[src/rtl/uart_receiver_pkg.sv]
// Shared definitions for the UART receiver: FSM state encoding, register
// offsets and STATUS word layout.
package uart_receiver_pkg;

    typedef enum logic [1:0] {
        StIdle  = 2'd0,
        StStart = 2'd1,
        StData  = 2'd2,
        StStop  = 2'd3
    } rx_state_e;

    localparam logic RegData   = 1'b0;
    localparam logic RegStatus = 1'b1;

    localparam int unsigned StatEmptyBit    = 0;
    localparam int unsigned StatFullBit     = 1;
    localparam int unsigned StatFrameErrBit = 2;
    localparam int unsigned StatOverrunBit  = 3;
    localparam int unsigned StatCountLsb    = 8;

    function automatic logic [31:0] status_word(input logic [7:0] count,
                                                input logic       overrun,
                                                input logic       frame_err,
                                                input logic       full,
                                                input logic       empty);
        logic [31:0] w;
        w                      = '0;
        w[StatCountLsb +: 8]   = count;
        w[StatOverrunBit]      = overrun;
        w[StatFrameErrBit]     = frame_err;
        w[StatFullBit]         = full;
        w[StatEmptyBit]        = empty;
        return w;
    endfunction

endpackage

[src/rtl/uart_rx_fifo.sv]
// Byte FIFO for received characters; pointers carry one extra wrap bit so
// full and empty are distinguished by comparing the MSBs.
module uart_rx_fifo #(
    parameter  int unsigned Depth = 8,
    localparam int unsigned AW    = $clog2(Depth),
    localparam int unsigned CW    = AW + 1
) (
    input  logic          clk,
    input  logic          rstn,
    input  logic          push,
    input  logic          pop,
    input  logic [7:0]    wdata,
    output logic [7:0]    rdata,
    output logic          full,
    output logic          empty,
    output logic [CW-1:0] count
);

    logic [7:0]    mem_q [Depth];
    logic [CW-1:0] wptr_q, wptr_d;
    logic [CW-1:0] rptr_q, rptr_d;
    logic          do_push, do_pop;

    always_comb begin
        empty   = (wptr_q == rptr_q);
        full    = (wptr_q[AW] != rptr_q[AW]) && (wptr_q[AW-1:0] == rptr_q[AW-1:0]);
        count   = wptr_q - rptr_q;
        rdata   = mem_q[rptr_q[AW-1:0]];
        do_pop  = pop && !empty;
        // A pop in the same cycle frees the slot the push lands in.
        do_push = push && (!full || do_pop);
        wptr_d  = wptr_q + CW'(do_push);
        rptr_d  = rptr_q + CW'(do_pop);
    end

    always_ff @(posedge clk) begin
        if (do_push) begin
            mem_q[wptr_q[AW-1:0]] <= wdata;
        end
    end

    always_ff @(posedge clk or negedge rstn) begin
        if (!rstn) begin
            wptr_q <= '0;
            rptr_q <= '0;
        end else begin
            wptr_q <= wptr_d;
            rptr_q <= rptr_d;
        end
    end

endmodule

[src/rtl/uart_receiver.sv]
// 8N1 UART receiver with mid-bit sampling, receive FIFO and a two-register
// read interface (DATA pops a byte, STATUS reports and clears sticky errors).
module uart_receiver
    import uart_receiver_pkg::*;
#(
    parameter int unsigned CLOCK_RATE = 24_000_000,
    parameter int unsigned BAUD_RATE  = 115200,
    parameter int unsigned FIFO_DEPTH = 8
) (
    input  logic        clk,
    input  logic        rstn,
    input  logic        uart_rx,
    input  logic        rden,
    input  logic        addr,
    output logic [31:0] rdata,
    output logic        irq
);

    localparam int unsigned DIV  = CLOCK_RATE / BAUD_RATE;
    localparam int unsigned HALF = DIV / 2;
    localparam int unsigned CntW = $clog2(DIV);
    localparam int unsigned CW   = $clog2(FIFO_DEPTH) + 1;

    localparam logic [CntW-1:0] DivM1  = CntW'(DIV - 1);
    localparam logic [CntW-1:0] HalfM1 = CntW'(HALF - 1);

    logic            rx_meta_q, rx_sync_q, rx_prev_q;
    rx_state_e       state_q, state_d;
    logic [CntW-1:0] cnt_q, cnt_d;
    logic [2:0]      idx_q, idx_d;
    logic [7:0]      shift_q, shift_d;
    logic            overrun_q, overrun_d;
    logic            frame_err_q, frame_err_d;
    logic [31:0]     rdata_q, rdata_d;
    logic            irq_q, irq_d;

    logic            push, pop, frame_evt, overrun_evt, stat_clr;
    logic [7:0]      fifo_rdata;
    logic            fifo_full, fifo_empty;
    logic [CW-1:0]   fifo_count;
    logic [7:0]      count8;

    assign rdata = rdata_q;
    assign irq   = irq_q;

    always_comb begin
        state_d   = state_q;
        cnt_d     = cnt_q;
        idx_d     = idx_q;
        shift_d   = shift_q;
        push      = 1'b0;
        frame_evt = 1'b0;
        unique case (state_q)
            StIdle: begin
                // Only a fresh falling edge starts a frame, so a held break
                // cannot retrigger.
                if (rx_prev_q && !rx_sync_q) begin
                    state_d = StStart;
                    cnt_d   = HalfM1;
                end
            end
            StStart: begin
                if (cnt_q == '0) begin
                    if (!rx_sync_q) begin
                        state_d = StData;
                        cnt_d   = DivM1;
                        idx_d   = '0;
                    end else begin
                        state_d = StIdle;
                    end
                end else begin
                    cnt_d = cnt_q - 1'b1;
                end
            end
            StData: begin
                if (cnt_q == '0) begin
                    shift_d[idx_q] = rx_sync_q;
                    cnt_d          = DivM1;
                    if (idx_q == 3'd7) begin
                        state_d = StStop;
                    end else begin
                        idx_d = idx_q + 1'b1;
                    end
                end else begin
                    cnt_d = cnt_q - 1'b1;
                end
            end
            StStop: begin
                if (cnt_q == '0) begin
                    push      = rx_sync_q;
                    frame_evt = !rx_sync_q;
                    state_d   = StIdle;
                end else begin
                    cnt_d = cnt_q - 1'b1;
                end
            end
            default: state_d = StIdle;
        endcase
    end

    always_comb begin
        count8      = 8'(fifo_count);
        pop         = rden && (addr == RegData) && !fifo_empty;
        stat_clr    = rden && (addr == RegStatus);
        overrun_evt = push && fifo_full && !pop;
        rdata_d     = rdata_q;
        if (rden) begin
            if (addr == RegData) begin
                rdata_d = fifo_empty ? 32'h0 : {23'b0, 1'b1, fifo_rdata};
            end else begin
                rdata_d = status_word(count8, overrun_q, frame_err_q, fifo_full, fifo_empty);
            end
        end
        // Set beats clear when both happen in the same cycle.
        overrun_d   = overrun_evt || (overrun_q && !stat_clr);
        frame_err_d = frame_evt || (frame_err_q && !stat_clr);
        irq_d       = !fifo_empty;
    end

    always_ff @(posedge clk or negedge rstn) begin
        if (!rstn) begin
            rx_meta_q   <= 1'b1;
            rx_sync_q   <= 1'b1;
            rx_prev_q   <= 1'b1;
            state_q     <= StIdle;
            cnt_q       <= '0;
            idx_q       <= '0;
            shift_q     <= '0;
            overrun_q   <= 1'b0;
            frame_err_q <= 1'b0;
            rdata_q     <= '0;
            irq_q       <= 1'b0;
        end else begin
            rx_meta_q   <= uart_rx;
            rx_sync_q   <= rx_meta_q;
            rx_prev_q   <= rx_sync_q;
            state_q     <= state_d;
            cnt_q       <= cnt_d;
            idx_q       <= idx_d;
            shift_q     <= shift_d;
            overrun_q   <= overrun_d;
            frame_err_q <= frame_err_d;
            rdata_q     <= rdata_d;
            irq_q       <= irq_d;
        end
    end

    uart_rx_fifo #(
        .Depth (FIFO_DEPTH)
    ) u_fifo (
        .clk   (clk),
        .rstn  (rstn),
        .push  (push),
        .pop   (pop),
        .wdata (shift_q),
        .rdata (fifo_rdata),
        .full  (fifo_full),
        .empty (fifo_empty),
        .count (fifo_count)
    );

endmodule

[config.mk]
export PLATFORM = sky130hd
export DESIGN_NAME = uart_receiver
export DESIGN_NICKNAME = d
export VERILOG_FILES = /design/src/rtl/uart_receiver_pkg.sv /design/src/rtl/uart_rx_fifo.sv /design/src/rtl/uart_receiver.sv
export SDC_FILE = /design/constraint.sdc
export NUM_CORES = 1
export LEC_CHECK = 0
export ABC_AREA = 1
export ABC_CLOCK_PERIOD_IN_PS = 1980
export CAP_MARGIN = 25
export CORE_MARGIN = 4
export CORE_UTILIZATION = 56
export DETAILED_ROUTE_END_ITERATION = 7
export DONT_BUFFER_PORTS = 1
export GPL_ROUTABILITY_DRIVEN = 0
export GPL_TIMING_DRIVEN = 0
export PLACE_DENSITY_LB_ADDON = 0.1
export SLEW_MARGIN = 20
export SYNTH_ARGS = -nofsm -noshare
export SYNTH_HDL_FRONTEND = slang
export SYNTH_SLANG_ARGS = --single-unit
[constraint.sdc]
create_clock -name clk -period 1.98 [get_ports clk]
set_input_delay 0.198 -clock clk [delete_from_list [all_inputs] [get_ports clk]]
set_output_delay 0.198 -clock clk [all_outputs]
set_load 0.02 [all_outputs]
==> summary.md <==
| Metric | Value |
|---|---|
| Status | complete, no violations |
| Crit path kind | reg2reg |
| Area Growth Syn to Fin | 16.5% |
| Crit start category | flop |
| Period utilization | a little over nine tenths |
| Die Footprint | around 0.011 mm2 |
| CP dominant cell by count | nor2_4 |
| Final nets | roughly 580 |
| CP peak stage delay | ~0.40 ns |
| Clock latency at the later pin of the worst-skew pair | ~0.36 ns |
| RSZ-0062 raised after global routing | true |
| FF-to-FF Start | cnt_q[1] |
| Slew Viols, Final | 0 |
| Worst Hold Launch | rden |
| Hold crit path type | in2reg |
| Wire length per cell | 16.4 um |
| Share of layout cells above drive strength 1 | 19.8% |
| Gr usage total | between 20% and 30% |
| Slowest-stage cell, CP | dfrtp_1 |
| Min cycle time layout | 1.90 ns |
| Final Setup Violations | 0 |
| CTS tree | built |
| Power Total | approximately 7.3 mW |
| Critical Path Sink Type | flop |
| Worst relative slew slack | roughly 63% |
| Initial antenna violation count | 0 |
| CTS Root Cell | clkbuf_8 |
| Core area | 0.00885 mm2 |
| Placement Cell Area | 0.00538 mm2 |
| Max cap viols | 0 |
| Worst clock skew | 0.00839 ns |
| Final instance area | 0.00602 mm2 |
| Worst-path maximum fanout | 8 |
| I/O pins | 38 |
| HPWL Detailed | just over 7 mm |
| Req. time, crit path | a little over 2 ns |
| P per Cell Area | around 1200 mW/mm2 |
| Pleak | 2.49 nW |
| Avg Synthesized Cell Area | between 10 and 15 um2 |
| Num rows | 34 |
| Worst hold slack | 0.0991 ns |
| Worst-Margin Slew | about 0.55 ns |
| Antenna-violating nets left | 0 |
| Die height | roughly 100 um |
| Seq/Total Area, Yosys | about three fifths |
| Syn Inst Count | approximately 500 |
| Distinct cells, synth | 36 |
| Iteration-0 DRC Markers | ~250 |
| Fin. Hold Viols | 0 |
| Total CTS buffers | 9 |
| Yosys Warn Count | 0 |
| Vias | 3705 |
| Most frequent cells in the layout | nand2_1, nor2_1, edfxtp_1 |
| Global-route wire length before repair | between 15 and 20 mm |
| Yosys reg bits | approximately 110 |
| Remaining global-route overflow | 0 |
| Worst Setup SP | cnt_q[1] |
| Worst EP arrival | between 1.5 and 2 ns |
| Clk buf depth | 2 |
| Fmax | roughly 0.53 GHz |
| Commonest non-fill, non-tap cell in the layout | nand2_1 |
| Initial Util | between 50% and 60% |
| I/O Buffers | 0 |
| VDD IR max | between 0.7 and 0.8 mV |
| Number of global-route vias before repair | 3542 |
| CTS Sinks | 111 |
| Netlist Area Pre-Place | 0.00517 mm2 |
| Clock transition at the registers of the reported paths | ~0.1 ns |
| H-tree Lvls | 3 |
| Critical-path cell list | inv_2 -> ha_4 -> nand2_4 -> nor2_4 -> nand3_4 -> nor2_4 -> nand3_4 -> nor2_4 |
| Chip Width | between 100 and 150 um |
| WL final | between 10 and 15 mm |
| Ant diodes | 0 |
| Largest net degree at the start of global routing | 48 |
| Avg Vias per Cell | 5.50 |
| Residual DRC count | 0 |
| Pre-Repair DR Iteration Count | 5 |
==> power breakdown <==
part,total [mW],internal (mW),switching (mW)
combinational,2.86,1.01,1.85
clock,1.31,0.587,0.721
sequential,3.14,2.71,0.429
total,7.31,4.30,3.00
==> cells by family after synthesis <==
| group | share of synthesized area (%) |
|---|---|
| adders and majority gates | 4.02 |
| and+or+nand+nor | 18.3 |
| other | 0.0726 |
| DFF | 60.0 |
| buffers and inverters | 7.29 |
| AOI/OAI and AO/OA | 9.17 |
| xor gates and xnor gates | 1.16 |
==> registers in the layout, summed over array words and instances, names as in the netlist, named ones only <==
register	flops
u_fifo.mem_q	64
rdata	12
cnt_q	8
shift_q	8
u_fifo.rptr_q	4
u_fifo.wptr_q	4
idx_q	3
frame_err_q	1
irq	1
overrun_q	1
rx_meta_q	1
rx_prev_q	1
rx_sync_q	1
state_q	1
==> layout make-up <==
type / instances / area [um2]
timing repair buffer: 22 / 253
sequential: 111 / 3100
inverter: 41 / 159
fill: 627 / 2830
multi-input combinational: 341 / 1960
tap: 108 / 135
clock inverter: 5 / 58.8
clock buffer: 11 / 131
buffer: 35 / 223
==> final timing paths <==
kind | endpoint | slack, ns | cells past startpoint
setup / recovery | u_fifo.mem_q[1][0] | 0.08 | 8
hold / removal | rdata[0] | 0.1 | 5
setup reg to reg | u_fifo.mem_q[1][0] | 0.08 | 8
hold reg to reg | rx_sync_q | 0.36 | 0
max in group asynchronous | rx_prev_q | 1.35 | 2
min in group asynchronous | rdata[9] | 0.35 | 2
==> metal layers <==
metal,track usage [%],vias up,wire length [um]
met2,34.8,131,5570
met3,4.47,14,704
met4,6.17,0,136
li1,-,1786,-
met1,26.5,1774,4660
met5,0,-,0
==> synth_stat cells (all sizes together) <==
cell type	number	share of area, %
nor2	79	6.4
a21oi	8	0.99
dfrtp	44	21
fa	1	0.39
a31oi	2	0.24
or2	2	0.24
xor2	4	0.82
nand3b	1	0.15
dfstp	3	1.5
xnor2	2	0.34
o21ai	57	5.5
inv	40	2.9
edfxtp	64	37
o22ai	2	0.24
buf	29	3.9
o21bai	1	0.15
o211ai	14	2.0
nand3	36	4.0
nand4	9	1.1
nand2	88	6.4
clkbuf	6	0.44
conb	1	0.073
ha	15	3.6
clkinv	1	0.073
==> worst max-delay path: cells and delay by family (launching register included) <==
| kind | cells | cell delay, ns |
|---|---|---|
| simple gates | 6 | 0.90 |
| buf+inv | 1 | 0.09 |
| flops | 1 | 0.40 |
| fa+ha+maj | 1 | 0.18 |
==> per-stage QoR <==
stage | worst slack [ns] | TNS (ns) | utilization, % | std cells
after CTS | 0.00174 | 0 | 66.2 | 665
after global routing | -0.0260 | -0.185 | 68.1 | 674
after floorplan | -0.117 | -7.49 | - | 528
after global placement | -0.614 | -36.99 | 60.7 | 636
final | 0.0758 | 0 | 68.1 | 674
after detailed placement | -0.652 | -39.00 | 60.7 | 636
==> what timing repair did <==
action                                  in CTS  in global routing
pin swaps                                   10                 10
resized for setup                           33                 14
endpoints found under the setup margin      72                 67
hold buffers                                 3                  0
setup buffers                               10                  9
cloned                                       0                  0
hold endpoints to repair                    48                  0
No activity file was read; power rests on OpenSTA's default activity.
==> RTL edit, RTL diff (config.mk and constraints unchanged) <==
Make the reset (`rstn`) synchronous in 2 clocked blocks.
--- a/src/rtl/uart_rx_fifo.sv
+++ b/src/rtl/uart_rx_fifo.sv
@@ -40,5 +40,5 @@
     end
 
-    always_ff @(posedge clk or negedge rstn) begin
+    always_ff @(posedge clk) begin
         if (!rstn) begin
             wptr_q <= '0;
--- a/src/rtl/uart_receiver.sv
+++ b/src/rtl/uart_receiver.sv
@@ -118,5 +118,5 @@
     end
 
-    always_ff @(posedge clk or negedge rstn) begin
+    always_ff @(posedge clk) begin
         if (!rstn) begin
             rx_meta_q   <= 1'b1;
Check against the original RTL: differs if rstn is asserted again (counterexample within 4 cycles, from zero or initial values and one cycle with rstn low); with rstn held inactive, the same outputs for 10 cycles.
==> RTL edit against the unedited design <==
Via count up 2.1%; final area shrank 3.5%; sequential cell count unchanged; critical path depth rose by 1; final cell count grew 2.8%; wire length down 1.4%; area after synthesis decreased by 1.6%; total power shrank 25%; fmax down 0.38%; die area fell by 1.4%; critical path type unchanged; first-iteration DRC count is 32% lower; largest power group unchanged; setup slack lost 7.3 ps.
==> RTL edit: results (changes against the unedited design) <==
Number of buffers inserted by hold repair at cts: 2 (-1). The total met2 wirelength after detailed routing was 5.22 mm (-6.4%); the multi-input logic cell count was 354 (+3.8%). The worst clock skew on the final layout was 15.5 ps (+7.10 ps); the routed length per placed instance was 15.8 µm (-4.1%). The tools report the wire length on met1 as 4.69 mm (+0.73%). The critical path starts at u_fifo.wptr_q[0]. Number of distinct library cells after synthesis: 38 (+5.6%).

The worst vdd rail ir drop was 0.663 mV (-13%); the detailed route wirelength on metal3 was 860 µm (+22%). The total wire length after detailed routing was 10.9 mm (-1.4%); the share of the final layout cell area in multi-input gates was 34.2% (+1.7 points). The sequential fraction of the synthesis area came out at 56.3% (-3.7 points).

Following the worst setup path forward leads to its endpoint at u_fifo.mem_q[0][6]. The transition time at the pin with the least slew margin is 608 ps (+54.7 ps), and the number of cells on the worst reg-to-reg path is 9 (+1). Area share of xor/xnor cells in the synthesized design: 1.01% (-0.15 points). Async set or reset register ratio after synthesis: 0% (-42 points). The commonest cells after synthesis are 79 x nor2_1, 64 x edfxtp_1, 63 x nand2_1. The logs give 21.7% (+1.2 points) for the global-route usage over all layers and 7.61 mm (+5.8%) for the detailed-placement wirelength estimate. The post-cts gate resize count is 19 (-42%). The fraction of area in clock buffers and inverters came out at 3.53% (+0.37 points). Mean number of vias per cell: 5.46 (-0.72%). The leakage dissipation is 2.33 nW (-6.5%), and the fraction of the mapped netlist area in compound gates is 11.9% (+2.7 points).

The number of design-rule violations left by the first detailed-router iteration is 168 (-32%), and the number of non-clock inverters is 55 (+34%). The path with the worst hold slack has its endpoint at rdata[0]. The flow ran to the end, and the final reports show no timing, DRC or antenna violations.

The hold slack was 106 ps (+6.39 ps); the placed instance count was 665 (+4.6%). The sequential fraction of total cell area works out to 49.4% (-2.1 points). The die area is 0.0107 mm² (-1.4%), and the adder-cell share of the synthesized area is 4.08% (+0.064 points).

By area the synthesized netlist is led by edfxtp_1 38%, dfxtp_1 18%, nor2_1 5.8%, o21ai_0 4.7%, nand2_1 4.6%. The number of buffers other than clock buffers in the final layout was 49 (-14%).
## RTL edit: cell types whose count changed in the layout (fill, tap and decap cells not counted), sizes merged, moves of 3 or more
cell    delta
nor3       +3
and2       +4
dfstp      -3
nand2     -22
nor2       +5
inv       +16
dfrtp     -44
dfxtp     +47
buf       -10
a21oi     +33
o21ai      -4
o211ai     -4
## RTL edit: routing by layer
layer	vias to the layer above	global-route usage, %
li1	1855	-
met1	1762	30.0
met2	147	35.0
met3	18	3.09
met4	0	7.97
met5	-	0
## RTL edit: through the flow
| stage | cell area (µm²) | TNS, ps | setup WS [ps] |
|---|---|---|---|
| 2_1_floorplan | 5200 | 0 | 35.4 |
| 3_3_place_gp | 5340 | -16440 | -290 |
| 3_5_place_dp | 5340 | -18130 | -319 |
| 4_1_cts | 5750 | 0 | 3.85 |
| 5_1_grt | 5810 | -13.8 | -10.9 |
| 6_report | 5810 | 0 | 68.4 |
## RTL edit: cell families after synthesis
| family | count (synthesis) |
|---|---|
| AOI/OAI and AO/OA | 110 |
| DFF | 111 |
| and+or+nand+nor | 203 |
| adders and majority gates | 16 |
| buffers and inverters | 92 |
| other | 1 |
| xor gates and xnor gates | 5 |
## RTL edit: power groups by stage
stage	Sequential, mW	Clock, mW	Combinational (mW)
global placement	2.68	0	1.29
detailed placement	2.68	0	1.33
floorplan	2.66	0	1.08
CTS	2.63	1.41	1.38
global route	2.65	1.52	1.62
finish	2.64	1.39	1.44
## RTL edit: critical path: stages, from the launching register on
cell     delay, ps
dfxtp_4        380
inv_1           80
ha_1           320
inv_2           90
nor2_4          40
nand3_2         60
inv_2           50
nor2_4         180
nand2_4        130
nor2_4         250
